## config.mk

```make
export PLATFORM = sky130hd
export DESIGN_NAME = rs_slot_allocator
export DESIGN_NICKNAME = d
export VERILOG_FILES = /design/src/rtl/rs_slot_allocator.sv
export SDC_FILE = /design/constraint.sdc
export NUM_CORES = 1
export LEC_CHECK = 0
export ABC_AREA = 1
export CAP_MARGIN = 40
export CORE_MARGIN = 4
export CORE_UTILIZATION = 65
export CTS_BUF_LIST = sky130_fd_sc_hd__clkbuf_8
export CTS_CLUSTER_SIZE = 8
export DETAILED_ROUTE_END_ITERATION = 6
export PLACE_DENSITY = 0.95
export SETUP_SLACK_MARGIN = 0.5
export SYNTH_ARGS = -nofsm -noshare
export SYNTH_HDL_FRONTEND = slang
export SYNTH_SLANG_ARGS = --single-unit
```

## constraint.sdc

```tcl
create_clock -name clk -period 8.7 [get_ports clk]
set_input_delay 1.74 -clock clk [delete_from_list [all_inputs] [get_ports clk]]
set_output_delay 1.74 -clock clk [all_outputs]
set_load 0.05 [all_outputs]
```

## src/rtl/rs_slot_allocator.sv

```systemverilog
// rtl/rs_slot_allocator.sv - reservation-station slot allocator built on a circular free list
// All-or-nothing multi-lane allocation from head, duplicate-checked multi-lane release at tail.
module rs_slot_allocator #(
    parameter  int NUM_ENTRIES = 8,
    parameter  int ALLOC_PORTS = 2,
    parameter  int FREE_PORTS  = 2,
    localparam int IW          = $clog2(NUM_ENTRIES),
    localparam int CW          = IW + 1
) (
    input  logic                        clk,
    input  logic                        rst,
    input  logic                        flush,
    input  logic [ALLOC_PORTS-1:0]      alloc_req,
    output logic [ALLOC_PORTS*IW-1:0]   alloc_slot,
    output logic                        alloc_stall,
    input  logic [FREE_PORTS-1:0]       free_valid,
    input  logic [FREE_PORTS*IW-1:0]    free_slot,
    output logic [CW-1:0]               free_count,
    output logic [NUM_ENTRIES-1:0]      busy_map,
    output logic                        err_double_free
);

    logic [IW-1:0]          list_q [NUM_ENTRIES];
    logic [IW-1:0]          list_d [NUM_ENTRIES];
    logic [IW-1:0]          head_q, head_d;
    logic [IW-1:0]          tail_q, tail_d;
    logic [CW-1:0]          free_count_q, free_count_d;
    logic [NUM_ENTRIES-1:0] busy_q, busy_d;
    logic                   err_q, err_d;

    logic [CW-1:0]          n_req;
    logic [CW-1:0]          n_granted;
    logic [CW-1:0]          n_acc;
    logic                   stall;
    logic [IW-1:0]          rank;
    logic [IW-1:0]          rd_idx;
    logic [IW-1:0]          wr_idx;
    logic [IW-1:0]          fslot;
    logic                   dup;
    logic [NUM_ENTRIES-1:0] busy_set;
    logic [NUM_ENTRIES-1:0] busy_clr;

    always_comb begin
        n_req = '0;
        for (int k = 0; k < ALLOC_PORTS; k++) begin
            n_req = n_req + CW'(alloc_req[k]);
        end
        stall     = (n_req > free_count_q);
        n_granted = stall ? '0 : n_req;

        // Lanes are packed: lane k takes the r_k-th free entry after head.
        alloc_slot = '0;
        busy_set   = '0;
        rank       = '0;
        rd_idx     = '0;
        for (int k = 0; k < ALLOC_PORTS; k++) begin
            if (alloc_req[k]) begin
                rd_idx = head_q + rank;
                if (!stall) begin
                    alloc_slot[k*IW +: IW] = list_q[rd_idx];
                    busy_set[list_q[rd_idx]] = 1'b1;
                end
                rank = rank + IW'(1);
            end
        end

        list_d   = list_q;
        busy_clr = '0;
        n_acc    = '0;
        err_d    = 1'b0;
        wr_idx   = '0;
        fslot    = '0;
        dup      = 1'b0;
        for (int j = 0; j < FREE_PORTS; j++) begin
            fslot = free_slot[j*IW +: IW];
            dup   = 1'b0;
            for (int jj = 0; jj < j; jj++) begin
                if (free_valid[jj] && (free_slot[jj*IW +: IW] == fslot)) begin
                    dup = 1'b1;
                end
            end
            if (free_valid[j]) begin
                if (busy_q[fslot] && !dup) begin
                    wr_idx         = tail_q + n_acc[IW-1:0];
                    list_d[wr_idx] = fslot;
                    busy_clr[fslot] = 1'b1;
                    n_acc          = n_acc + CW'(1);
                end else begin
                    err_d = 1'b1;
                end
            end
        end

        // Granted ids are free and accepted ids are busy, so set/clear never collide.
        head_d       = head_q + n_granted[IW-1:0];
        tail_d       = tail_q + n_acc[IW-1:0];
        free_count_d = free_count_q - n_granted + n_acc;
        busy_d       = (busy_q | busy_set) & ~busy_clr;

        if (flush) begin
            for (int i = 0; i < NUM_ENTRIES; i++) begin
                list_d[i] = IW'(i);
            end
            head_d       = '0;
            tail_d       = '0;
            free_count_d = CW'(NUM_ENTRIES);
            busy_d       = '0;
            err_d        = 1'b0;
        end
    end

    always_ff @(posedge clk) begin
        if (rst) begin
            for (int i = 0; i < NUM_ENTRIES; i++) begin
                list_q[i] <= IW'(i);
            end
            head_q       <= '0;
            tail_q       <= '0;
            free_count_q <= CW'(NUM_ENTRIES);
            busy_q       <= '0;
            err_q        <= 1'b0;
        end else begin
            list_q       <= list_d;
            head_q       <= head_d;
            tail_q       <= tail_d;
            free_count_q <= free_count_d;
            busy_q       <= busy_d;
            err_q        <= err_d;
        end
    end

    assign alloc_stall     = stall;
    assign free_count      = free_count_q;
    assign busy_map        = busy_q;
    assign err_double_free = err_q;

endmodule

```

==> results of run 1 <==
## cells by family after synthesis
family          share of synthesized area (%)
simple gates                             49.1
buf+inv                                  13.2
flops                                    22.3
compound gates                           6.23
fa+ha+maj                                6.94
xor+xnor                                 2.21
## worst reg2reg max path, stage by stage, from the launching register on
cell	delay [ns]
dfxtp_1	0.37
nand4_1	0.13
nand2_1	0.07
nor2_1	0.17
nand3_2	0.52
nand2_1	0.29
inv_1	0.09
ha_1	0.20
nand2_1	0.16
fa_1	0.50
inv_1	0.09
ha_1	0.22
nand2_1	0.06
nor2_1	0.04
a211oi_1	0.22
xor2_1	0.10
or2_2	0.27
## path summary, 6_finish.rpt
kind         slack [ns]                   start  cells past startpoint                       end
min                0.50  busy_map[1]$_SDFF_PP0_                      2    busy_map[1]$_SDFF_PP0_
min reg2reg        0.50  busy_map[1]$_SDFF_PP0_                      2    busy_map[1]$_SDFF_PP0_
max                2.60            alloc_req[0]                      9             alloc_slot[3]
max reg2reg        5.10  busy_map[6]$_SDFF_PP0_                     16  free_count[3]$_SDFF_PP1_
## layer usage
| metal | wire length, um | vias up | global-route usage [%] |
|---|---|---|---|
| li1 | - | 2025 | - |
| met1 | 4630 | 1842 | 41.0 |
| met2 | 5430 | 206 | 56.8 |
| met3 | 1000 | 23 | 6.21 |
| met4 | 286 | 0 | 9.21 |
| met5 | 0 | - | 0 |
## metrics by stage
step / area [sq um] / power (mW) / utilization [%] / cells / setup WS [ns]
6_report: 4220 / 0.576 / 74.8 / 723 / 2.60
5_1_grt: 4220 / 0.610 / 74.8 / 723 / 2.38
4_1_cts: 4220 / 0.576 / 74.8 / 723 / 2.59
3_5_place_dp: 4130 / 0.448 / 73.3 / 715 / 2.59
3_3_place_gp: 4130 / 0.441 / 73.3 / 715 / 2.61
2_1_floorplan: 3860 / 0.386 / - / 632 / 3.01
## state kept, by name (all words and copies together), names as in the netlist
signal,flops
busy_map,8
err_double_free,1
head_q,3
free_count,4
list_q,24
tail_q,3
## layout make-up
cell class | count | share of cell area (%)
timing repair buffer | 34 | 7.95
clock inverter | 3 | 0.386
clock buffer | 5 | 1.63
sequential | 43 | 20.4
multi-input combinational | 470 | 59.0
inverter | 96 | 8.54
tap | 72 | 2.14
## placed cells by master, fill, tap and decap left out, drive strengths merged, types with 2 or more instances in the layout
master,count
nand2,191
nor2,104
inv,96
nand3,65
dfxtp,43
clkdlybuf4s50,32
nand4,32
o21ai,22
ha,15
a21oi,11
nor3,9
clkbuf,5
xnor2,5
fa,4
o211ai,4
xor2,3
buf,2
clkinv,2
## report_power, final
part / internal, mW / switching, mW
sequential: 0.204 / 0.00904
clock: 0.0551 / 0.0742
combinational: 0.0734 / 0.160
total: 0.333 / 0.243
==> summary.txt, run 1 <==
Critical path
  • CP startpoint kind: input port
  • Delay-heaviest family, CP: buffers and inverters
  • Worst path arrival time: 4.36 ns
  • CP bufs+invs: 3
  • Slowest stage delay, CP: 0.83 ns
  • Critical-path cell list: clkdlybuf4s50_1, ha_1, inv_2, nand2_1, nand3_1, nand3_1, nand2_1, nor3_1, clkdlybuf4s50_1
  • Crit-path max FO: 13
  • Worst path slowest cell: clkdlybuf4s50_1
  • Nature of the critical path endpoint: output pin
  • Crit path kind: input port to output pin
  • Data required time of the worst path: 6.96 ns

Logic synthesis
  • Syn avg cell area: 6.10 sq um
  • Register bit count reported by yosys: 43
  • Synth top area share: 22.3%
  • Mapped Area: 0.00386 sq mm
  • Synth cell count leaders: 189 x nand2_1, 94 x nor2_1, 76 x inv_1
  • Seq/Total Area, Yosys: 22.3%
  • Cells after Synth: 632
  • Number of synthesized flops with an enable pin: 0
  • YS warnings: 0
  • Largest area contributor in the netlist: dfxtp_1
  • Top cells by area, synth: dfxtp_1 22%, nand2_1 18%, nor2_1 9.1%
  • Top FF cell, synth: dfxtp_1
  • Syn Nets: 664
  • Count leader, synth: nand2_1
  • Post-synth cell types: 39
  • Post-synth ARST share: 0%

Clock network
  • Max H-tree Level: 2
  • Clk Latency, worst-skew pair: 0.30 ns
  • Clk pin slew, worst setup/hold paths: 0.09 ns
  • Total setup buffers inserted after CTS: 0
  • PostCTS Resize Cnt: 0
  • CTS Sinks: 43
  • Cts hold-fix bufs: 0
  • CTS Buf Count: 5
  • Clk Tree Root Cell: clkbuf_8
  • CTS tree: done
  • CTS Buffer Depth: 2

STA
  • Final setup TNS: 0 ns
  • Skew final: 0.0128 ns
  • Period utilization: 70.2%
  • Worst rel slew slack: 43.1%
  • Setup Viol. Count Final: 0
  • Slew @ Worst Pin: 0.848 ns
  • Final hold violation count: 0
  • RSZ-0062 raised after global routing: false
  • Fmax: 164 MHz
  • Min Hold Slack: 0.500 ns
  • Max Slew Vio Count: 0
  • Min Clock Period, post-route: 6.10 ns

Route
  • Post-route antenna net violation count: 0
  • Drc violations: 0
  • Final Routed Wirelength: 11,300 um
  • Avg WL per Cell: 15.7 um
  • DRT iter0 DRCs: 313
  • Via count: 4,096
  • DR pass1 iterations: 6
  • Via density per instance: 5.67

Pwr
  • VDD IR-drop max: 97.4 uV
  • Leak: 2.11 nW
  • Pwr/cell area: 136 mW/mm^2

Floorplan
  • DIE HEIGHT: 85.0 um
  • Core Area: 0.00564 sq mm
  • Core Rows: 27
  • Die area: 0.00723 sq mm
  • I/O Pins: 33
  • Die Width: 85.0 um
  • Initial core utilization: 68.4%

GRT
  • Global route total overflow: 0
  • First-pass GRT wire length: 19,000 um
  • Initial antenna violation count: 0
  • Total GRT Usage: 32.7%
  • Largest net degree at the start of global routing: 32
  • Vias in the first global route: 3,936

Cells and area
  • Fillers: 471
  • Post-layout nets: 682
  • Register area: 861 sq um
  • Antenna Cells: 0
  • Multi-input gate area: 0.00249 sq mm
  • Share of cells above drive strength 1: 9.52%
  • Layout area overhead: 9.37%

Placed design
  • Buffers added on ports: 32
  • DP Wirelength: 8660 um
  • GPL Wtd Cong: 0.997

Run status
  • Status: completed

Run
  • Max cap viols: 0

Hold path
  • Hold Path Class: flip-flop to flip-flop
No activity file was read; power rests on OpenSTA's default activity.
==> run 2, diff against run 1 <==
--- a/config.mk
+++ b/config.mk
@@ -8,7 +8,7 @@
 export ABC_AREA = 1
 export CAP_MARGIN = 40
 export CORE_MARGIN = 4
-export CORE_UTILIZATION = 65
+export CORE_UTILIZATION = 61
 export CTS_BUF_LIST = sky130_fd_sc_hd__clkbuf_8
 export CTS_CLUSTER_SIZE = 8
 export DETAILED_ROUTE_END_ITERATION = 6
==> constraint.sdc (replaced) <==
create_clock -name clk -period 5.7 [get_ports clk]
set_input_delay 1.14 -clock clk [delete_from_list [all_inputs] [get_ports clk]]
set_output_delay 1.14 -clock clk [all_outputs]
set_load 0.05 [all_outputs]
==> run 2 against run 1 <==
Cell area rose by 1.3%. Via count rose by 0.37%. Wire length fell by 5.0%. Total power rose by 55%. Critical path depth did not move. Worst setup slack got worse by 1.9 ns. Largest cell class unchanged.
==> summary.txt, run 2 (synthesized netlist as in run 1, its figures left out) <==
Clock network
  • Total setup buffers inserted after CTS: 0 (unchanged)
  • CTS Sinks: 43 (unchanged)
  • Clk Latency, worst-skew pair: 0.30 ns (about the same)
  • Max H-tree Level: 2 (unchanged)
  • Clk pin slew, worst setup/hold paths: 0.08 ns (about the same)
  • CTS Buffer Depth: 2 (unchanged)
  • CTS Buf Count: 5 (unchanged)
  • Clk Tree Root Cell: clkbuf_8
  • CTS tree: done
  • PostCTS Resize Cnt: 0 (unchanged)
  • Cts hold-fix bufs: 0 (unchanged)

Route
  • DR pass1 iterations: 6 (unchanged)
  • DRT iter0 DRCs: 285 (-8.9%)
  • Via density per instance: 5.62 (-0.73%)
  • Avg WL per Cell: 14.7 um (-6.0%)
  • Drc violations: 0 (unchanged)
  • Post-route antenna net violation count: 0 (unchanged)
  • Final Routed Wirelength: 10,800 um (-5.0%)
  • Via count: 4,111 (+0.37%)

Critical path
  • Data required time of the worst path: 4.56 ns (-2.40 ns)
  • Reg2Reg Capture Point: free_count[3]$_SDFF_PP1_
  • Crit path kind: input port to output pin
  • Slowest stage delay, CP: 0.84 ns (about the same)
  • Nature of the critical path endpoint: output pin
  • Delay-heaviest family, CP: buffers and inverters
  • Critical-path cell list: clkdlybuf4s50_1, ha_1, inv_1, ha_1, nand2_1, nand3_1, nand2_1, nor2_2, clkdlybuf4s50_1
  • Worst path slowest cell: clkdlybuf4s50_1
  • Reg2reg setup slack: 2.46 ns (-2.64 ns)
  • CP bufs+invs: 3 (unchanged)
  • Reg-to-Reg Start: free_count[1]$_SDFF_PP0_
  • CP startpoint kind: input port
  • R2R depth: 15 (-1)
  • Crit-path max FO: 7 (-6)
  • Worst path arrival time: 3.83 ns (-0.53 ns)

Hold path
  • Min-delay src: busy_map[1]$_SDFF_PP0_
  • Hold Crit Depth: 2 (unchanged)
  • Hold Path Class: flip-flop to flip-flop
  • Sink of the worst hold path: busy_map[1]$_SDFF_PP0_

Cells and area
  • Max reg flops: 24 (unchanged)
  • Multi-input gate area: 0.00249 sq mm (unchanged)
  • Antenna Cells: 0 (unchanged)
  • Share of cells above drive strength 1: 10.4% (+0.84 points)
  • Register with the most flip-flops: list_q
  • Layout area overhead: 10.8%
  • Register area: 861 sq um (unchanged)
  • Post-layout nets: 687 (+0.73%)
  • Fillers: 493 (+4.7%)
  • Commonest non-fill, non-tap cells in the layout: 189 x nand2_1, 94 x nor2_1, 76 x inv_1
  • Commonest non-fill, non-tap cell in the layout: nand2_1

Pwr
  • Int Power: 0.525 mW (+58%)
  • Leak: 2.14 nW (+1.2%)
  • Comb pwr share: 39.9% (-0.5 points)
  • Switch share: 41.1% (-1.1 points)
  • Psw: 0.366 mW (+51%)
  • Clock network fraction of total power: 23.6% (+1.1 points)
  • VDD IR-drop max: 133 uV (+37%)
  • Register share of total power: 36.5% (-0.6 points)
  • Power, Total: 0.891 mW (+55%)
  • Pwr/cell area: 208 mW/mm^2 (+53%)

STA
  • Period utilization: 87.1%
  • RSZ-0062 raised after global routing: false
  • Final setup TNS: 0 ns (unchanged)
  • PnR worst setup slack: 0.734 ns (-1.86 ns)
  • Skew final: 0.0110 ns (-0.00185 ns)
  • Worst rel slew slack: 53.1% (+10 points)
  • Fmax: 201 MHz
  • Slew @ Worst Pin: 0.701 ns (-0.147 ns)
  • Final hold violation count: 0 (unchanged)
  • Setup Viol. Count Final: 0 (unchanged)
  • Max Slew Vio Count: 0 (unchanged)
  • Min Clock Period, post-route: 4.97 ns

Floorplan
  • I/O Pins: 33 (unchanged)
  • Core Rows: 28 (+3.7%)
  • Initial core utilization: 64.0% (-4.4 points)
  • Core Area: 0.00603 sq mm (+6.8%)
  • Die area: 0.00766 sq mm (+5.9%)
  • DIE HEIGHT: 87.5 um (+2.9%)
  • Die Width: 87.5 um (+2.9%)

GRT
  • Initial antenna violation count: 0 (unchanged)
  • Total GRT Usage: 30.2% (-2.5 points)
  • First-pass GRT wire length: 18,300 um (-3.7%)
  • Vias in the first global route: 3,785 (-3.8%)
  • Global route total overflow: 0 (unchanged)
  • Largest net degree at the start of global routing: 32 (unchanged)

Run
  • Max cap viols: 0 (unchanged)

Placed design
  • DP Wirelength: 8450 um (-2.4%)
  • GPL Wtd Cong: 0.954 (-4.4%)
  • Buffers added on ports: 32 (unchanged)
  • Pre-CTS setup slack: 0.758 ns (-1.83 ns)

Run status
  • Status: completed
-- run 2: worst max-delay path by stage --
stage	start	end	slack (ns)	cells after the start
3_5_place_dp	alloc_req[1]	alloc_slot[0]	0.76	9
4_1_cts	alloc_req[1]	alloc_slot[0]	0.75	9
2_1_floorplan	alloc_req[0]	alloc_slot[3]	1.21	7
6_report	alloc_req[1]	alloc_slot[0]	0.73	9
5_1_grt	alloc_req[1]	alloc_slot[0]	0.57	9
3_3_place_gp	alloc_req[1]	alloc_slot[0]	0.80	9
-- run 2: power by group through the flow --
stage               combinational, mW  sequential [mW]  clock [mW]
finish                          0.356            0.325       0.210
global route                    0.394            0.327       0.227
CTS                             0.352            0.325       0.215
detailed placement              0.350            0.332           0
global placement                0.342            0.331           0
floorplan                       0.230            0.359           0
-- run 2: worst reg2reg max path: stages (launching register included) --
cell	delay, ns
dfxtp_1	0.34
inv_1	0.09
ha_1	0.31
inv_1	0.04
o21bai_1	0.12
nand3_1	0.26
inv_1	0.25
nor2_1	0.14
fa_1	0.56
inv_1	0.06
ha_1	0.29
nand2_1	0.07
nor2_1	0.04
a211oi_1	0.22
xor2_1	0.09
or2_2	0.27
-- run 2: through the flow --
step	utilization, %	area (sq um)	hold WS [ns]	cells
2_1_floorplan	-	3860	0.510	632
3_3_place_gp	69.3	4180	0.478	723
3_5_place_dp	69.3	4180	0.480	723
4_1_cts	70.9	4270	0.495	731
5_1_grt	70.9	4270	0.533	731
6_report	70.9	4270	0.495	731
-- run 2: final cells by class --
cell class	count	area share (%)
inverters	96	8.43
well taps	75	2.20
clock buffers	6	1.93
clock inverters	2	0.381
repair buffers	39	8.72
multi-input cells	470	58.2
flip-flops and latches	43	20.1
-- run 2: metal layers --
layer  wire (um)  vias up  global-route usage [%]
li1            -     2034                       -
met1        4490     1828                    41.2
met2        5010      224                    48.8
met3         967       25                    3.69
met4         314        0                    11.2
met5           0        -                       0
==> run 3, diff against run 2 <==
--- a/config.mk
+++ b/config.mk
@@ -7,12 +7,14 @@
 export LEC_CHECK = 0
 export ABC_AREA = 1
 export CAP_MARGIN = 40
+export CELL_PAD_IN_SITES_DETAIL_PLACEMENT = 2
+export CELL_PAD_IN_SITES_GLOBAL_PLACEMENT = 2
 export CORE_MARGIN = 4
-export CORE_UTILIZATION = 61
+export CORE_UTILIZATION = 32
 export CTS_BUF_LIST = sky130_fd_sc_hd__clkbuf_8
 export CTS_CLUSTER_SIZE = 8
 export DETAILED_ROUTE_END_ITERATION = 6
-export PLACE_DENSITY = 0.95
+export PLACE_DENSITY = 0.94
 export SETUP_SLACK_MARGIN = 0.5
 export SYNTH_ARGS = -nofsm -noshare
 export SYNTH_HDL_FRONTEND = slang
==> run 3 against run 2 <==
Cell area grew 2.2%. Critical path depth is the same. Via count grew 5.0%. Combinational power grew 9.6%. Clock power shrank 4%. Die area grew 81%. Sequential cell count is the same. Largest cell class unchanged.
==> summary.txt, run 3 (synthesized netlist as in run 1, its figures left out) <==
Run status
  • Status: completed

Placed design
  • GPL Wtd Cong: 0.931 (-2.3%)
  • Buffers added on ports: 32 (unchanged)
  • DP Area: 0.00428 sq mm (+2.6%)
  • DP Wirelength: 13,500 um (+60%)

Clock network
  • CTS Buf Count: 5 (unchanged)
  • CTS Buffer Depth: 2 (unchanged)
  • Clk Tree Root Cell: clkbuf_8
  • Cts hold-fix bufs: 0 (unchanged)
  • PostCTS Resize Cnt: 0 (unchanged)
  • CTS Sinks: 43 (unchanged)
  • Total setup buffers inserted after CTS: 0 (unchanged)
  • CTS tree: done
  • Clk pin slew, worst setup/hold paths: 0.09 ns (about the same)
  • Max H-tree Level: 2 (unchanged)
  • Clk Latency, worst-skew pair: 0.31 ns (about the same)

Pwr
  • Leak: 2.15 nW (+0.58%)
  • Pwr/cell area: 210 mW/mm^2 (+0.87%)
  • VDD IR-drop max: 107 uV (-20%)

Route
  • Post-route antenna net violation count: 0 (unchanged)
  • Avg WL per Cell: 21.5 um (+46%)
  • Final Routed Wirelength: 17,300 um (+60%)
  • Drc violations: 0 (unchanged)
  • DRT iter0 DRCs: 274 (-3.9%)
  • DR pass1 iterations: 4 (-2)
  • Via count: 4,315 (+5.0%)
  • Via density per instance: 5.38 (-4.3%)

GRT
  • Largest net degree at the start of global routing: 31 (-3.1%)
  • First-pass GRT wire length: 27,600 um (+50%)
  • Global route total overflow: 0 (unchanged)
  • Initial antenna violation count: 0 (unchanged)
  • Vias in the first global route: 5,045 (+33%)
  • Total GRT Usage: 25.1% (-5.1 points)

Cells and area
  • Layout area overhead: 13.2%
  • Post-layout nets: 690 (+0.44%)
  • Commonest non-fill, non-tap cell in the layout: nand2_1
  • Finished Core Util: 37.6% (-33 points)
  • Share of cells above drive strength 1: 10.6% (+0.26 points)
  • Commonest non-fill, non-tap cells in the layout: 189 x nand2_1, 94 x nor2_1, 77 x inv_1
  • Max reg flops: 24 (unchanged)
  • Layout Cell Area excl Fill: 0.00437 sq mm (+2.2%)
  • Fillers: 1,477 (+200%)
  • Antenna Cells: 0 (unchanged)
  • Register with the most flip-flops: list_q

Critical path
  • R2R depth: 15 (unchanged)
  • Nature of the critical path endpoint: output pin
  • CP startpoint kind: input port
  • Worst path arrival time: 3.86 ns (+0.03 ns)
  • Data required time of the worst path: 4.56 ns (about the same)
  • Crit path kind: input port to output pin
  • Crit-path max FO: 13 (+6)

STA
  • Min Clock Period, post-route: 5.00 ns (+0.0326 ns)
  • Final setup TNS: 0 ns (unchanged)
  • Period utilization: 87.7% (+0.57 points)
  • RSZ-0062 raised after global routing: false
  • Setup Viol. Count Final: 0 (unchanged)
  • Slew @ Worst Pin: 0.622 ns (-0.0790 ns)
  • Worst rel slew slack: 58.2% (+5.1 points)
  • Final hold violation count: 0 (unchanged)
  • Fmax: 200 MHz (-0.65%)
  • Max Slew Vio Count: 0 (unchanged)
  • Skew final: 0.00495 ns (-0.00600 ns)

Floorplan
  • Die area: 0.0139 sq mm (+81%)
  • Initial core utilization: 33.2% (-31 points)
  • DIE HEIGHT: 118 um (+35%)
  • Core Area: 0.0116 sq mm (+93%)
  • I/O Pins: 33 (unchanged)
  • Die Width: 118 um (+35%)
  • Core Rows: 39 (+39%)

Hold path
  • Hold Path Class: flip-flop to flip-flop
  • Hold Crit Depth: 2 (unchanged)

Run
  • Max cap viols: 0 (unchanged)
## run 3: cell types whose count changed in the layout (fill, tap and decap cells not counted)
cell      before  now
inv_1         76   77
clkbuf_8       6    5
buf_4          7   10
clkinv_2       0    1
clkinv_4       1    0
## run 3: layer usage
layer	wire, um	track usage [%]
met5	0	0
met3	573	3.22
met1	7250	29.2
met4	600	10.8
met2	8830	45.7
## run 3: worst paths after layout
check | start | to | slack, ns
worst min-delay path | busy_map[3]$_SDFF_PP0_ | busy_map[3]$_SDFF_PP0_ | 0.52
worst min register to register | busy_map[3]$_SDFF_PP0_ | busy_map[3]$_SDFF_PP0_ | 0.52
worst max register to register | free_count[1]$_SDFF_PP0_ | free_count[3]$_SDFF_PP1_ | 2.36
worst max-delay path | alloc_req[0] | alloc_slot[3] | 0.70
## run 3: power breakdown
group	leakage, nW	switching, mW	internal [mW]
Clock	0.0453	0.117	0.0842
Combinational	1.76	0.272	0.118
Sequential	0.349	0.0149	0.312
## run 3: worst max-delay path, cell delays in order
cell	delay, ns
clkdlybuf4s50_1	0.50
ha_1	0.59
inv_2	0.19
nand2_1	0.09
nand3_1	0.09
nand3_1	0.16
nand2_1	0.11
nor3_1	0.15
clkdlybuf4s50_1	0.83
## run 3: cell type report
type                            count  area [sq um]  share of cell area, %
Multi-Input combinational cell    470          2490                   56.9
Sequential cell                    43           861                   19.7
Timing Repair Buffer               42           395                   9.05
Inverter                           96           360                   8.25
Tap cell                          143           179                   4.10
Clock buffer                        5          68.8                   1.58
Clock inverter                      3          16.3                  0.372
## run 3: per-stage QoR
stage	setup slack (ns)	std cells	hold slack [ns]	power [mW]
floorplan	1.21	632	0.510	0.589
global placement	0.815	794	0.476	0.687
detailed placement	0.682	794	0.499	0.719
CTS	0.672	802	0.512	0.924
global route	0.513	802	0.545	0.967
finish	0.701	802	0.516	0.918
